==> config.mk <==
export PLATFORM = sky130hd
export DESIGN_NAME = avalon_gpio_irq
export DESIGN_NICKNAME = d
export VERILOG_FILES = /design/src/rtl/gpio_pkg.sv /design/src/rtl/gpio_in_cond.sv /design/src/rtl/avalon_gpio_irq.sv
export SDC_FILE = /design/constraint.sdc
export NUM_CORES = 1
export LEC_CHECK = 0
export CAP_MARGIN = 25
export CORE_MARGIN = 2
export CORE_UTILIZATION = 45
export CTS_CLUSTER_DIAMETER = 100
export DETAILED_ROUTE_END_ITERATION = 10
export PLACE_DENSITY = 0.85
export SLEW_MARGIN = 20
export SYNTH_ARGS = -nofsm -noshare
export SYNTH_HDL_FRONTEND = slang
export SYNTH_SLANG_ARGS = --single-unit
==> constraint.sdc <==
create_clock -name clk -period 4.8 [get_ports clk]
set_input_delay 0.72 -clock clk [delete_from_list [all_inputs] [get_ports clk]]
set_output_delay 0.72 -clock clk [all_outputs]
set_load 0.02 [all_outputs]
==> src/rtl/gpio_pkg.sv <==
// Shared constants for the avalon_gpio_irq peripheral: register map and bus width.
package gpio_pkg;

  localparam int unsigned GPIO_BUS_W  = 32;
  localparam int unsigned GPIO_ADDR_W = 3;

  localparam logic [GPIO_ADDR_W-1:0] GPIO_ADDR_DATA_IN  = 3'd0;
  localparam logic [GPIO_ADDR_W-1:0] GPIO_ADDR_DATA_OUT = 3'd1;
  localparam logic [GPIO_ADDR_W-1:0] GPIO_ADDR_IRQ_MASK = 3'd2;
  localparam logic [GPIO_ADDR_W-1:0] GPIO_ADDR_EDGE_CAP = 3'd3;
  localparam logic [GPIO_ADDR_W-1:0] GPIO_ADDR_EDGE_SEL = 3'd4;
  localparam logic [GPIO_ADDR_W-1:0] GPIO_ADDR_OUT_SET  = 3'd5;
  localparam logic [GPIO_ADDR_W-1:0] GPIO_ADDR_OUT_CLR  = 3'd6;

endpackage

==> src/rtl/gpio_in_cond.sv <==
// Per-bit input conditioning: 2-FF synchroniser followed by an optional
// debounce filter (enabled with GPIO_DEBOUNCE_EN).
module gpio_in_cond #(
  parameter int unsigned DEBOUNCE_CYCLES = 50000
) (
  input  logic clk,
  input  logic reset,
  input  logic pin,
  output logic stable
);

  logic sync1_q, sync1_d;
  logic sync2_q, sync2_d;

  always_comb begin
    sync1_d = pin;
    sync2_d = sync1_q;
  end

  always_ff @(posedge clk or posedge reset) begin
    if (reset) begin
      sync1_q <= 1'b0;
      sync2_q <= 1'b0;
    end else begin
      sync1_q <= sync1_d;
      sync2_q <= sync2_d;
    end
  end

`ifdef GPIO_DEBOUNCE_EN
  localparam int unsigned CNT_W = $clog2(DEBOUNCE_CYCLES + 1);

  logic [CNT_W-1:0] cnt_q, cnt_d;
  logic             stab_q, stab_d;

  // Count consecutive cycles the synchronised value disagrees with the stable one.
  always_comb begin
    cnt_d  = cnt_q;
    stab_d = stab_q;
    if (sync2_q == stab_q) begin
      cnt_d = '0;
    end else if (cnt_q >= CNT_W'(DEBOUNCE_CYCLES - 1)) begin
      stab_d = sync2_q;
      cnt_d  = '0;
    end else begin
      cnt_d = cnt_q + CNT_W'(1);
    end
  end

  always_ff @(posedge clk or posedge reset) begin
    if (reset) begin
      cnt_q  <= '0;
      stab_q <= 1'b0;
    end else begin
      cnt_q  <= cnt_d;
      stab_q <= stab_d;
    end
  end

  assign stable = stab_q;
`else
  localparam int unsigned unused_debounce_cycles = DEBOUNCE_CYCLES;

  assign stable = sync2_q;
`endif

endmodule

==> src/rtl/avalon_gpio_irq.sv <==
// Avalon-MM GPIO slave with edge-capture interrupt and atomic output set/clear.
// Input debounce is compiled in when GPIO_DEBOUNCE_EN is defined.
module avalon_gpio_irq
  import gpio_pkg::*;
#(
  parameter int unsigned          IN_WIDTH        = 10,
  parameter int unsigned          OUT_WIDTH       = 10,
  parameter logic [OUT_WIDTH-1:0] OUT_RESET       = '0,
  parameter int unsigned          DEBOUNCE_CYCLES = 50000
) (
  input  logic                  clk,
  input  logic                  reset,
  input  logic [2:0]            address,
  input  logic                  read,
  input  logic                  write,
  input  logic [31:0]           writedata,
  output logic [31:0]           readdata,
  output logic                  irq,
  input  logic [IN_WIDTH-1:0]   gpio_in,
  output logic [OUT_WIDTH-1:0]  gpio_out
);

  logic [IN_WIDTH-1:0]   cond;
  logic [IN_WIDTH-1:0]   prev_q, prev_d;
  logic [IN_WIDTH-1:0]   mask_q, mask_d;
  logic [IN_WIDTH-1:0]   cap_q, cap_d;
  logic [IN_WIDTH-1:0]   sel_q, sel_d;
  logic [IN_WIDTH-1:0]   edge_c;
  logic [OUT_WIDTH-1:0]  dout_q, dout_d;
  logic [GPIO_BUS_W-1:0] rdata_q, rdata_d;
  logic                  irq_q, irq_d;
  logic [IN_WIDTH-1:0]   wr_in;
  logic [OUT_WIDTH-1:0]  wr_out;
  logic                  unused_wdata;

  for (genvar g = 0; g < int'(IN_WIDTH); g++) begin : g_in
    gpio_in_cond #(
      .DEBOUNCE_CYCLES (DEBOUNCE_CYCLES)
    ) u_cond (
      .clk    (clk),
      .reset  (reset),
      .pin    (gpio_in[g]),
      .stable (cond[g])
    );
  end

  assign wr_in        = writedata[IN_WIDTH-1:0];
  assign wr_out       = writedata[OUT_WIDTH-1:0];
  assign unused_wdata = ^writedata;

  // Per-bit selected edge: rising when EDGE_SEL=0, falling when EDGE_SEL=1.
  assign edge_c = (cond & ~prev_q & ~sel_q) | (~cond & prev_q & sel_q);

  always_comb begin
    prev_d  = cond;
    mask_d  = mask_q;
    sel_d   = sel_q;
    cap_d   = cap_q;
    dout_d  = dout_q;
    rdata_d = rdata_q;
    irq_d   = |(cap_q & mask_q);

    if (read) begin
      case (address)
        GPIO_ADDR_DATA_IN:  rdata_d = GPIO_BUS_W'(cond);
        GPIO_ADDR_DATA_OUT: rdata_d = GPIO_BUS_W'(dout_q);
        GPIO_ADDR_IRQ_MASK: rdata_d = GPIO_BUS_W'(mask_q);
        GPIO_ADDR_EDGE_CAP: rdata_d = GPIO_BUS_W'(cap_q);
        GPIO_ADDR_EDGE_SEL: rdata_d = GPIO_BUS_W'(sel_q);
        default:            rdata_d = '0;
      endcase
    end

    if (write) begin
      case (address)
        GPIO_ADDR_DATA_OUT: dout_d = wr_out;
        GPIO_ADDR_IRQ_MASK: mask_d = wr_in;
        GPIO_ADDR_EDGE_CAP: cap_d  = cap_q & ~wr_in;
        GPIO_ADDR_EDGE_SEL: sel_d  = wr_in;
        GPIO_ADDR_OUT_SET:  dout_d = dout_q | wr_out;
        GPIO_ADDR_OUT_CLR:  dout_d = dout_q & ~wr_out;
        default:            ;
      endcase
    end

    // Applied after the W1C so a same-cycle edge keeps its flag.
    cap_d = cap_d | edge_c;
  end

  always_ff @(posedge clk or posedge reset) begin
    if (reset) begin
      prev_q  <= '0;
      mask_q  <= '0;
      sel_q   <= '0;
      cap_q   <= '0;
      dout_q  <= OUT_RESET;
      rdata_q <= '0;
      irq_q   <= 1'b0;
    end else begin
      prev_q  <= prev_d;
      mask_q  <= mask_d;
      sel_q   <= sel_d;
      cap_q   <= cap_d;
      dout_q  <= dout_d;
      rdata_q <= rdata_d;
      irq_q   <= irq_d;
    end
  end

  assign readdata = rdata_q;
  assign irq      = irq_q;
  assign gpio_out = dout_q;

endmodule
==> results by group <==
Outcome
  – Status: complete, no violations

Critical path
  – Critical Path RT: 5.05 ns
  – CP Cell Sequence: clkdlybuf4s50_1 > buf_4 > and3b_1 > nor2b_4 > mux2_4
  – Crit path depth: 5
  – Max stage delay on crit path: between 0.5 and 0.6 ns
  – Worst Path Arrival: ~3.0 ns
  – CP Launch Type: input pin
  – Worst Path Max Fanout: 25
  – Crit path max-delay family: simple AND/OR/NAND/NOR gates
  – Buffers & Inverters on Critical Path: 2
  – Crit-path slowest cell: nor2b_4
  – Critical path capture point type: flip-flop
  – Critical path class: input pin to flip-flop
  – Worst r2r path cells: 3

Route
  – TritonRoute pass-1 iters: 4
  – Final wirelength: about 7.9 mm
  – Wire length per cell: about 16 µm
  – Remaining DRCs: 0
  – Vias per cell: 5.34
  – ANT nets after route: 0
  – Vias: 2609
  – DR iter-0 viols: between 150 and 200

Die
  – Initial Utilization: 0.457
  – I/O Pins: between 90 and 100
  – Die area: 8950 µm²
  – Cell Rows: 33
  – Die Y: 94.6 µm
  – Core region area: 8090 µm²
  – Die Width: 94.6 µm

Clock network
  – Clock Path Buffers: 2
  – Htree depth: 3
  – Clk slew on worst S/H paths: 0.08 ns
  – CTS tree: done
  – Post-CTS Setup Repair Bufs: 0
  – CTS buffer count: 9
  – CTS root buf: clkbuf_8
  – Clk_lat worst skew: 0.36 ns
  – Post_cts resized: 0
  – Hold Buf Count CTS: 0
  – Clock sink count: 81

Placed design
  – IO buf count: 47
  – Pre-CTS setup slack: between 1.5 and 2 ns
  – DP Area: 4140 µm²
  – GPL Wtd Cong: 0.791
  – Detail Placement HPWL: 5.18 mm

Timing
  – Actual slew at the worst max-slew pin: roughly 0.84 ns
  – Post-route setup slack: between 2 and 2.5 ns
  – Setup Skew: approximately 0.0053 ns
  – Tmin final: roughly 2.7 ns
  – Final worst path period share: 0.564
  – Setup violations, final: 0
  – Slew margin rel.: 0.438
  – Hold Vio Cnt, Final: 0
  – Setup TNS: 0 ns
  – Fmax: about 370 MHz
  – Max Transition Viols Final: 0
  – RSZ-0062 raised after global routing: no

Finish
  – Area delta synth->final: 18.5%
  – Util after Layout: 0.541
  – # diodes: 0
  – Area of the multi-input gates: 1470 µm²
  – Fillers: roughly 710
  – Register Area: 2030 µm²
  – Fin area: between 4000 and 5000 µm²
  – Nets: 428
  – Proportion of layout cells with a drive suffix above 1: 0.109

Yosys
  – Largest area contributor in the netlist: dfrtp_1
  – Mux contribution to synthesized area: 0.0951
  – Unique masters post-synth: 36
  – Yosys reg bits: 81
  – Post-Synth Simple-Gate Area: 0.157
  – Post-Synthesis Cells: 335
  – Synth top area cells: dfrtp_1, buf_4, nand2_1, mux2_4, a211oi_1
  – XOR/XNOR Fraction of Synth Area: 0
  – Compound-Gate Fraction of Synth Area: 0.123
  – Synth cell count leaders: dfrtp_1, nand2_1, nor2_1
  – Async S/R FF share, synth: 1.00
  – Yosys top cell area share: 0.548
  – Yosys warnings: 0
  – Count leader, synth: dfrtp_1
  – Main synth FF type: dfrtp_1
  – Combinational family with the most area after synthesis: simple AND/OR/NAND/NOR gates
  – Seq/Total Area, Yosys: 0.548
  – Synth Area in Adders: 0
  – Post-synth EDFFs: 0
  – Cell Area, Synth: between 3000 and 4000 µm²
  – Avg Cell Area, Syn: 11.0 µm²

Flow run
  – Max Cap Viol: 0

Pwr
  – Switching Share: 0.265
  – Combinational power share: 0.161
  – Power Density: ~380 nW/µm²
  – Pint: 1.24 mW
  – Switching pwr: approximately 0.45 mW
  – Clock share of power: 0.355
  – Sequential Power Share: 0.485
  – VDD IR-drop max: approximately 0.21 mV
  – Total power: around 1.7 mW
  – Pleak: 1.81 nW

Hold path
  – Hold depth: 0
  – Worst Hold Class: flip-flop to flip-flop

Global route
  – Vias in the first global route: approximately 2500
  – Gr usage total: 0.191
  – Initial antenna violation count: 0
  – Overflow after GRT: 0
  – Largest net degree at the start of global routing: 43
  – First-pass GRT wire length: roughly 13 mm
-- through the flow --
stage | hold WS [ns] | cells
2_1_floorplan | 0.331 | 356
3_3_place_gp | 0.332 | 473
3_5_place_dp | 0.338 | 473
4_1_cts | 0.356 | 489
5_1_grt | 0.364 | 489
6_report | 0.354 | 489
-- registers in the layout, summed over array words and instances (netlist names) --
signal	count
mask_q	10
cap_q	10
readdata	10
sel_q	10
prev_q	10
g_in.u_cond.stable	10
gpio_out	10
irq	1
g_in.u_cond.sync1_q	10
-- routing by layer --
metal | up-vias | share of wire | GRT usage
li1 | 1216 | - | -
met1 | 1302 | 0.44 | 0.260
met2 | 83 | 0.48 | 0.293
met3 | 8 | 0.068 | 0.0463
met4 | 0 | 0.014 | 0.0821
met5 | - | 0 | 0
-- layout make-up --
class                           count  area share
Tap cell                          105      0.0300
Sequential cell                    81       0.463
Clock inverter                      7      0.0268
Timing Repair Buffer               51       0.114
Clock buffer                        9      0.0283
Inverter                            2     0.00200
Multi-Input combinational cell    234       0.336
-- logic make-up after synthesis --
kind of cell / after synthesis
AND/OR/NAND/NOR: 116
flip-flops: 81
AO/OA/AOI/OAI: 67
buffers and inverters: 41
multiplexers: 29
other: 1
-- cell usage in the layout, fill, tap and decap left out, types with 2 or more instances in the layout --
cell and n:
dfrtp_1 81, clkdlybuf4s50_1 47, nand2_1 41, nor2_1 36, a21oi_1 28, conb_1 22
nand3b_1 19, a211oi_1 19, mux2i_1 10, mux2_4 10, mux2_2 9, clkbuf_8 9
a221o_1 8, nor2b_1 6, nor3b_1 5, buf_4 4, a22oi_1 3, clkinv_2 3
bufinv_16 3, o21a_1 2, and3b_1 2, o211ai_1 2
-- final timing paths --
path                                        start                     end  slack (ns)
min in group asynchronous                   reset  g_in[3].u_cond.sync1_q        0.77
setup / recovery                       address[2]                sel_q[6]        2.09
hold / removal             g_in[4].u_cond.sync1_q   g_in[4].u_cond.stable        0.35
max in group asynchronous                   reset               mask_q[8]        3.05
setup reg to reg                         cap_q[2]                     irq        3.58
hold reg to reg            g_in[4].u_cond.sync1_q   g_in[4].u_cond.stable        0.35
-- worst register-to-register path: cells and delay by family, from the launching register on --
kind	cells	cell delay (ns)
AOI/OAI and AO/OA	2	0.50
DFF	1	0.41
and+or+nand+nor	1	0.17
-- power by group through the flow --
| stage | Clock [mW] | Combinational (mW) | Sequential [mW] |
|---|---|---|---|
| 4_1_cts | 0.615 | 0.272 | 0.815 |
| 3_3_place_gp | 0 | 0.263 | 0.822 |
| 5_1_grt | 0.638 | 0.295 | 0.826 |
| 3_5_place_dp | 0 | 0.271 | 0.828 |
| 6_report | 0.597 | 0.270 | 0.816 |
| 2_1_floorplan | 0 | 0.183 | 0.830 |
No activity file was read; power rests on OpenSTA's default activity.
==> RTL change 1, RTL diff (config.mk and constraints unchanged) <==
Set the parameter `OUT_WIDTH` to 11 (it was 10).
--- a/src/rtl/avalon_gpio_irq.sv
+++ b/src/rtl/avalon_gpio_irq.sv
@@ -4,7 +4,7 @@
   import gpio_pkg::*;
 #(
   parameter int unsigned          IN_WIDTH        = 10,
-  parameter int unsigned          OUT_WIDTH       = 10,
+  parameter int unsigned          OUT_WIDTH       = 11,
   parameter logic [OUT_WIDTH-1:0] OUT_RESET       = '0,
   parameter int unsigned          DEBOUNCE_CYCLES = 50000
 ) (
Interface: changed (resized gpio_out); port bits go from 92 to 93. The function was not compared with the original's and may differ.
==> RTL change 1 against the original RTL <==
Die area is 0.71% lower; sequential cell count is 2 higher; synthesized area fell by 0.74%; setup slack lost 0.29 ns; via count increased by 1.4%; wire length increased by 2.3%; clock skew up 0.0037 ns; final area shrank 0.51%; power shrank 5.5%; critical endpoint is now sel_q[3]; highest routed layer unchanged.
==> RTL change 1: results (changes against the original RTL) <==
** Worst setup path
- Reg-to-reg startpoint :: mask_q[2] (was cap_q[2])
- The slowest stage cell on the critical path is sky130_fd_sc_hd__and3b_1 (was sky130_fd_sc_hd__nor2b_4).
- Delay of the slowest cell on the worst path :: 0.68 ns (was 0.57 ns)
- The timing endpoint of the critical path is sel_q[3] (was sel_q[6]).
- The launch point of the critical path is address[0] (was address[2]).
- The highest fanout seen on the critical path is 12 (was 25).
- R2r setup slk :: 3.55 ns (was 3.58 ns)

** Logic synthesis
- The number of distinct library cell variants in the gate-level netlist after synthesis is 32 (was 36).
- The average size of a mapped cell is 11.22 µm² (was 11.03 µm²).
- The post-synthesis sequential area ratio was 56.62% (was 54.84%).
- Most numerous cell types in the synthesized netlist :: 83 x sky130_fd_sc_hd__dfrtp_1, 45 x sky130_fd_sc_hd__nand2_1, 35 x sky130_fd_sc_hd__nor2_1, 25 x sky130_fd_sc_hd__buf_4, 21 x sky130_fd_sc_hd__a21oi_1 (was 81 x sky130_fd_sc_hd__dfrtp_1, 41 x sky130_fd_sc_hd__nand2_1, 36 x sky130_fd_sc_hd__nor2_1, 28 x sky130_fd_sc_hd__a21oi_1, 27 x sky130_fd_sc_hd__buf_4)
- Largest cells by area after synthesis: sky130_fd_sc_hd__dfrtp_1 57%, sky130_fd_sc_hd__mux2_1 6.1%, sky130_fd_sc_hd__mux2i_1 5.2%, sky130_fd_sc_hd__buf_4 5.1%, sky130_fd_sc_hd__nand2_1 4.6% (was sky130_fd_sc_hd__dfrtp_1 55%, sky130_fd_sc_hd__buf_4 5.5%, sky130_fd_sc_hd__nand2_1 4.2%, sky130_fd_sc_hd__mux2_4 4.1%, sky130_fd_sc_hd__a211oi_1 3.9%).

** Routing
- Met3 Wirelength :: 770 µm (was 542 µm)
- Initial DRC Count :: 249 (was 169)
- Amount of wire on met2 after detailed routing :: 4014 µm (was 3832 µm)
- Met1 WL :: 3160 µm (was 3458 µm)
- The total detailed-routing wirelength came to 8125 µm (was 7942 µm).

** Final layout
- The layout cell share with drive strength beyond 1 came to 5.759% (was 10.94%).
- The layout filler cell count is 661 (was 711).
- The final instance area was 4358 µm² (was 4380 µm²).
- Number of nets in the finished design :: 426 (was 428)

** Floorplanning
- Row count :: 32 (was 33)

** Place
- Detailed Place HPWL :: 5326 µm (was 5176 µm)
- The worst setup timing slack at the placement stage is 1.464 ns (was 1.745 ns).
- The count of buffers inserted at the top-level ports came to 50 (was 47).
- Routability cong. :: 0.8367 (was 0.7906)

** STA
- The tightest slew margin relative to the limit came to 54.83% (was 43.81%).
- The maximum operating frequency was 334.4 MHz (was 369.7 MHz).
- Final clock skew :: 0.009044 ns (was 0.005315 ns)

** GRT
- Largest net degree at the start of global routing :: 46 (was 43)
- The fraction of met1 tracks used by global routing is 24.37% (was 25.99%).
- The first-pass GRT wire length is 13320 µm (was 12790 µm).
- The global routing met3 resource utilization was 6.661% (was 4.629%).

** Worst hold path
- Hold Path Sink :: g_in[6].u_cond.stable (was g_in[4].u_cond.stable)

** Run status
- Result of the run: finished, final reports clean (unchanged).
RTL change 1: kinds of logic (layout without fill, tap and decap cells):
group / count (synthesis) / count (layout) / share of synthesized area [%]
compound gates: 61 / 61 / 11.97
other cells: 1 / 21 / 0.1022
flops: 83 / 83 / 56.62
simple gates: 105 / 105 / 13.17
mux: 39 / 39 / 11.32
buf+inv: 38 / 73 / 6.821
RTL change 1: worst reg2reg max path, cell delays in order (launching register included):
cell and delay (ns):
sky130_fd_sc_hd__dfrtp_1 0.40, sky130_fd_sc_hd__a22o_1 0.24, sky130_fd_sc_hd__a221oi_1 0.34, sky130_fd_sc_hd__nand4_1 0.14
RTL change 1: power by group:
group / switching (mW) / internal [mW]
registers: 0.0628 / 0.773
logic: 0.132 / 0.118
clock network: 0.251 / 0.254
total: 0.446 / 1.14
RTL change 1: cell type report:
class	instances	share of cell area (%)
flip-flops and latches	83	47.66
repair buffers	53	11.89
clock buffers	10	3.158
multi-input cells	226	32.50
inverters	4	0.3732
well taps	102	2.929
clock inverters	6	1.493
==> RTL change 2, RTL diff (same settings) <==
Made on the original files. Register the output `readdata` once more, with the module's reset; this adds one clock of latency there. The other outputs are not delayed to match.
--- a/src/rtl/avalon_gpio_irq.sv
+++ b/src/rtl/avalon_gpio_irq.sv
@@ -107,7 +107,13 @@
     end
   end
 
-  assign readdata = rdata_q;
+  always_ff @(posedge clk or posedge reset) begin
+    if (reset) begin
+      readdata <= '0;
+    end else begin
+      readdata <= rdata_q;
+    end
+  end
   assign irq      = irq_q;
   assign gpio_out = dout_q;
 
Check against the original RTL: not equivalent (Yosys sat finds a counterexample within 4 cycles, from zero or initial values and one cycle with reset high).
==> RTL change 2 against the original RTL <==
Synthesized area rose by 5.6%; setup slack worse by 0.25 ns; clock power is 4.0% lower; sequential power grew 12%; wire length up 9.4%; power is 4.5% higher; sequential cell count up 10; final area is 4.9% higher; largest cell class unchanged; largest power group unchanged.
==> RTL change 2: results (changes against the original RTL) <==
** Worst setup path
- The reg-to-reg setup timing slack is 3.52 ns (was 3.58 ns).
- Reg-to-reg startpoint :: mask_q[2] (was cap_q[2])
- The highest fanout seen on the critical path is 20 (was 25).
- CP delay by family, top :: buffers and inverters (was simple AND/OR/NAND/NOR gates)
- The launch point of the critical path is address[0] (was address[2]).
- Critical-path cell with the highest stage delay :: sky130_fd_sc_hd__clkdlybuf4s50_1 (was sky130_fd_sc_hd__nor2b_4)
- The delay of the slowest critical-path stage is 1.10 ns (was 0.57 ns).
- Setup crit end :: rdata_q[6] (was sel_q[6])

** Logic synthesis
- Post-synthesis cell type count :: 38 (was 36)
- Most numerous cell types in the synthesized netlist :: 91 x sky130_fd_sc_hd__dfrtp_1, 26 x sky130_fd_sc_hd__buf_4, 26 x sky130_fd_sc_hd__mux2_2, 21 x sky130_fd_sc_hd__nor2_1, 20 x sky130_fd_sc_hd__a21oi_1 (was 81 x sky130_fd_sc_hd__dfrtp_1, 41 x sky130_fd_sc_hd__nand2_1, 36 x sky130_fd_sc_hd__nor2_1, 28 x sky130_fd_sc_hd__a21oi_1, 27 x sky130_fd_sc_hd__buf_4)
- The post-synthesis sequential area ratio came to 58.37% (was 54.84%).

** Place
- Routability cong. :: 0.8248 (was 0.7906)

** GRT
- The via count of the first global-routing pass was 2886 (was 2519).
- The largest net degree at the start of global routing was 38 (was 43).
- Met1 usage :: 25.91% (was 25.99%)
- GR Util met3 :: 5.396% (was 4.629%)
- Global routing usage on met2 :: 29.86% (was 29.31%)
- The first-pass GRT wire length is 14490 µm (was 12790 µm).

** Pwr
- The switching share of total power came to 26.71% (was 26.50%).
- Reg power frac :: 52.1% (was 48.5%)
- Power attributed to sequential cells :: 916 µW (was 816 µW)
- Leakage power summed over all cells :: 1.918 nW (was 1.810 nW)
- The worst ir drop on vdd was 175.2 µV (was 211.1 µV).

** Final layout
- Number of nets in the finished design :: 412 (was 428)
- The layout filler cell count was 686 (was 711).

** Clock tree
- The number of CTS-inserted buffers is 9 (unchanged).
- The clock root buffer is sky130_fd_sc_hd__clkbuf_8 (unchanged).

** Worst hold path
- Hold Path Sink :: g_in[3].u_cond.stable (was g_in[4].u_cond.stable)

** Routing
- The number of DRC markers after the initial detailed-route iteration came to 180 (was 169).
- Met1 WL :: 3707 µm (was 3458 µm)
- Amount of wire on met2 after detailed routing :: 4185 µm (was 3832 µm)
- The met3 wirelength from detailed routing was 561 µm (was 542 µm).
- The total detailed-routing wirelength came to 8688 µm (was 7942 µm).

** Run status
- Result of the run: finished, final reports clean (unchanged).

** STA
- The transition time at the pin with the least slew margin was 1.059 ns (was 0.8382 ns).
- Worst hold-check slack :: 0.3536 ns (was 0.3542 ns)
==> RTL change 2: changes by cell type in the layout (fill, tap and decap cells not counted), sizes merged, moves of 11 or more <==
cell    delta
nand3b    -19
nand2     -25
mux2      +11
nor2      -15
a211oi    -19
==> RTL change 2: through the flow <==
stage	setup slack (ns)	util, %	std cells	area [µm²]
after floorplan	1.716	-	337	3980
after global placement	1.647	52.42	456	4350
after detailed placement	1.638	52.66	457	4370
after CTS	1.939	55.36	473	4594
after global routing	1.743	55.36	473	4594
final	1.842	55.36	473	4594
==> RTL change 2: area by class of cell <==
class,instances,area (µm²),share of cell area [%]
multi-input cells,206,1429,31.10
flip-flops and latches,91,2277,49.56
well taps,105,131.4,2.859
clock buffers,10,137.6,2.996
repair buffers,52,520.5,11.33
clock inverters,6,86.33,1.879
inverters,3,12.51,0.2723
==> RTL change 2: cells by family after synthesis <==
kind of cell | synth area share [%]
compound gates | 11.00
buf+inv | 7.024
flops | 58.37
mux | 10.97
other cells | 0.09612
simple gates | 12.54
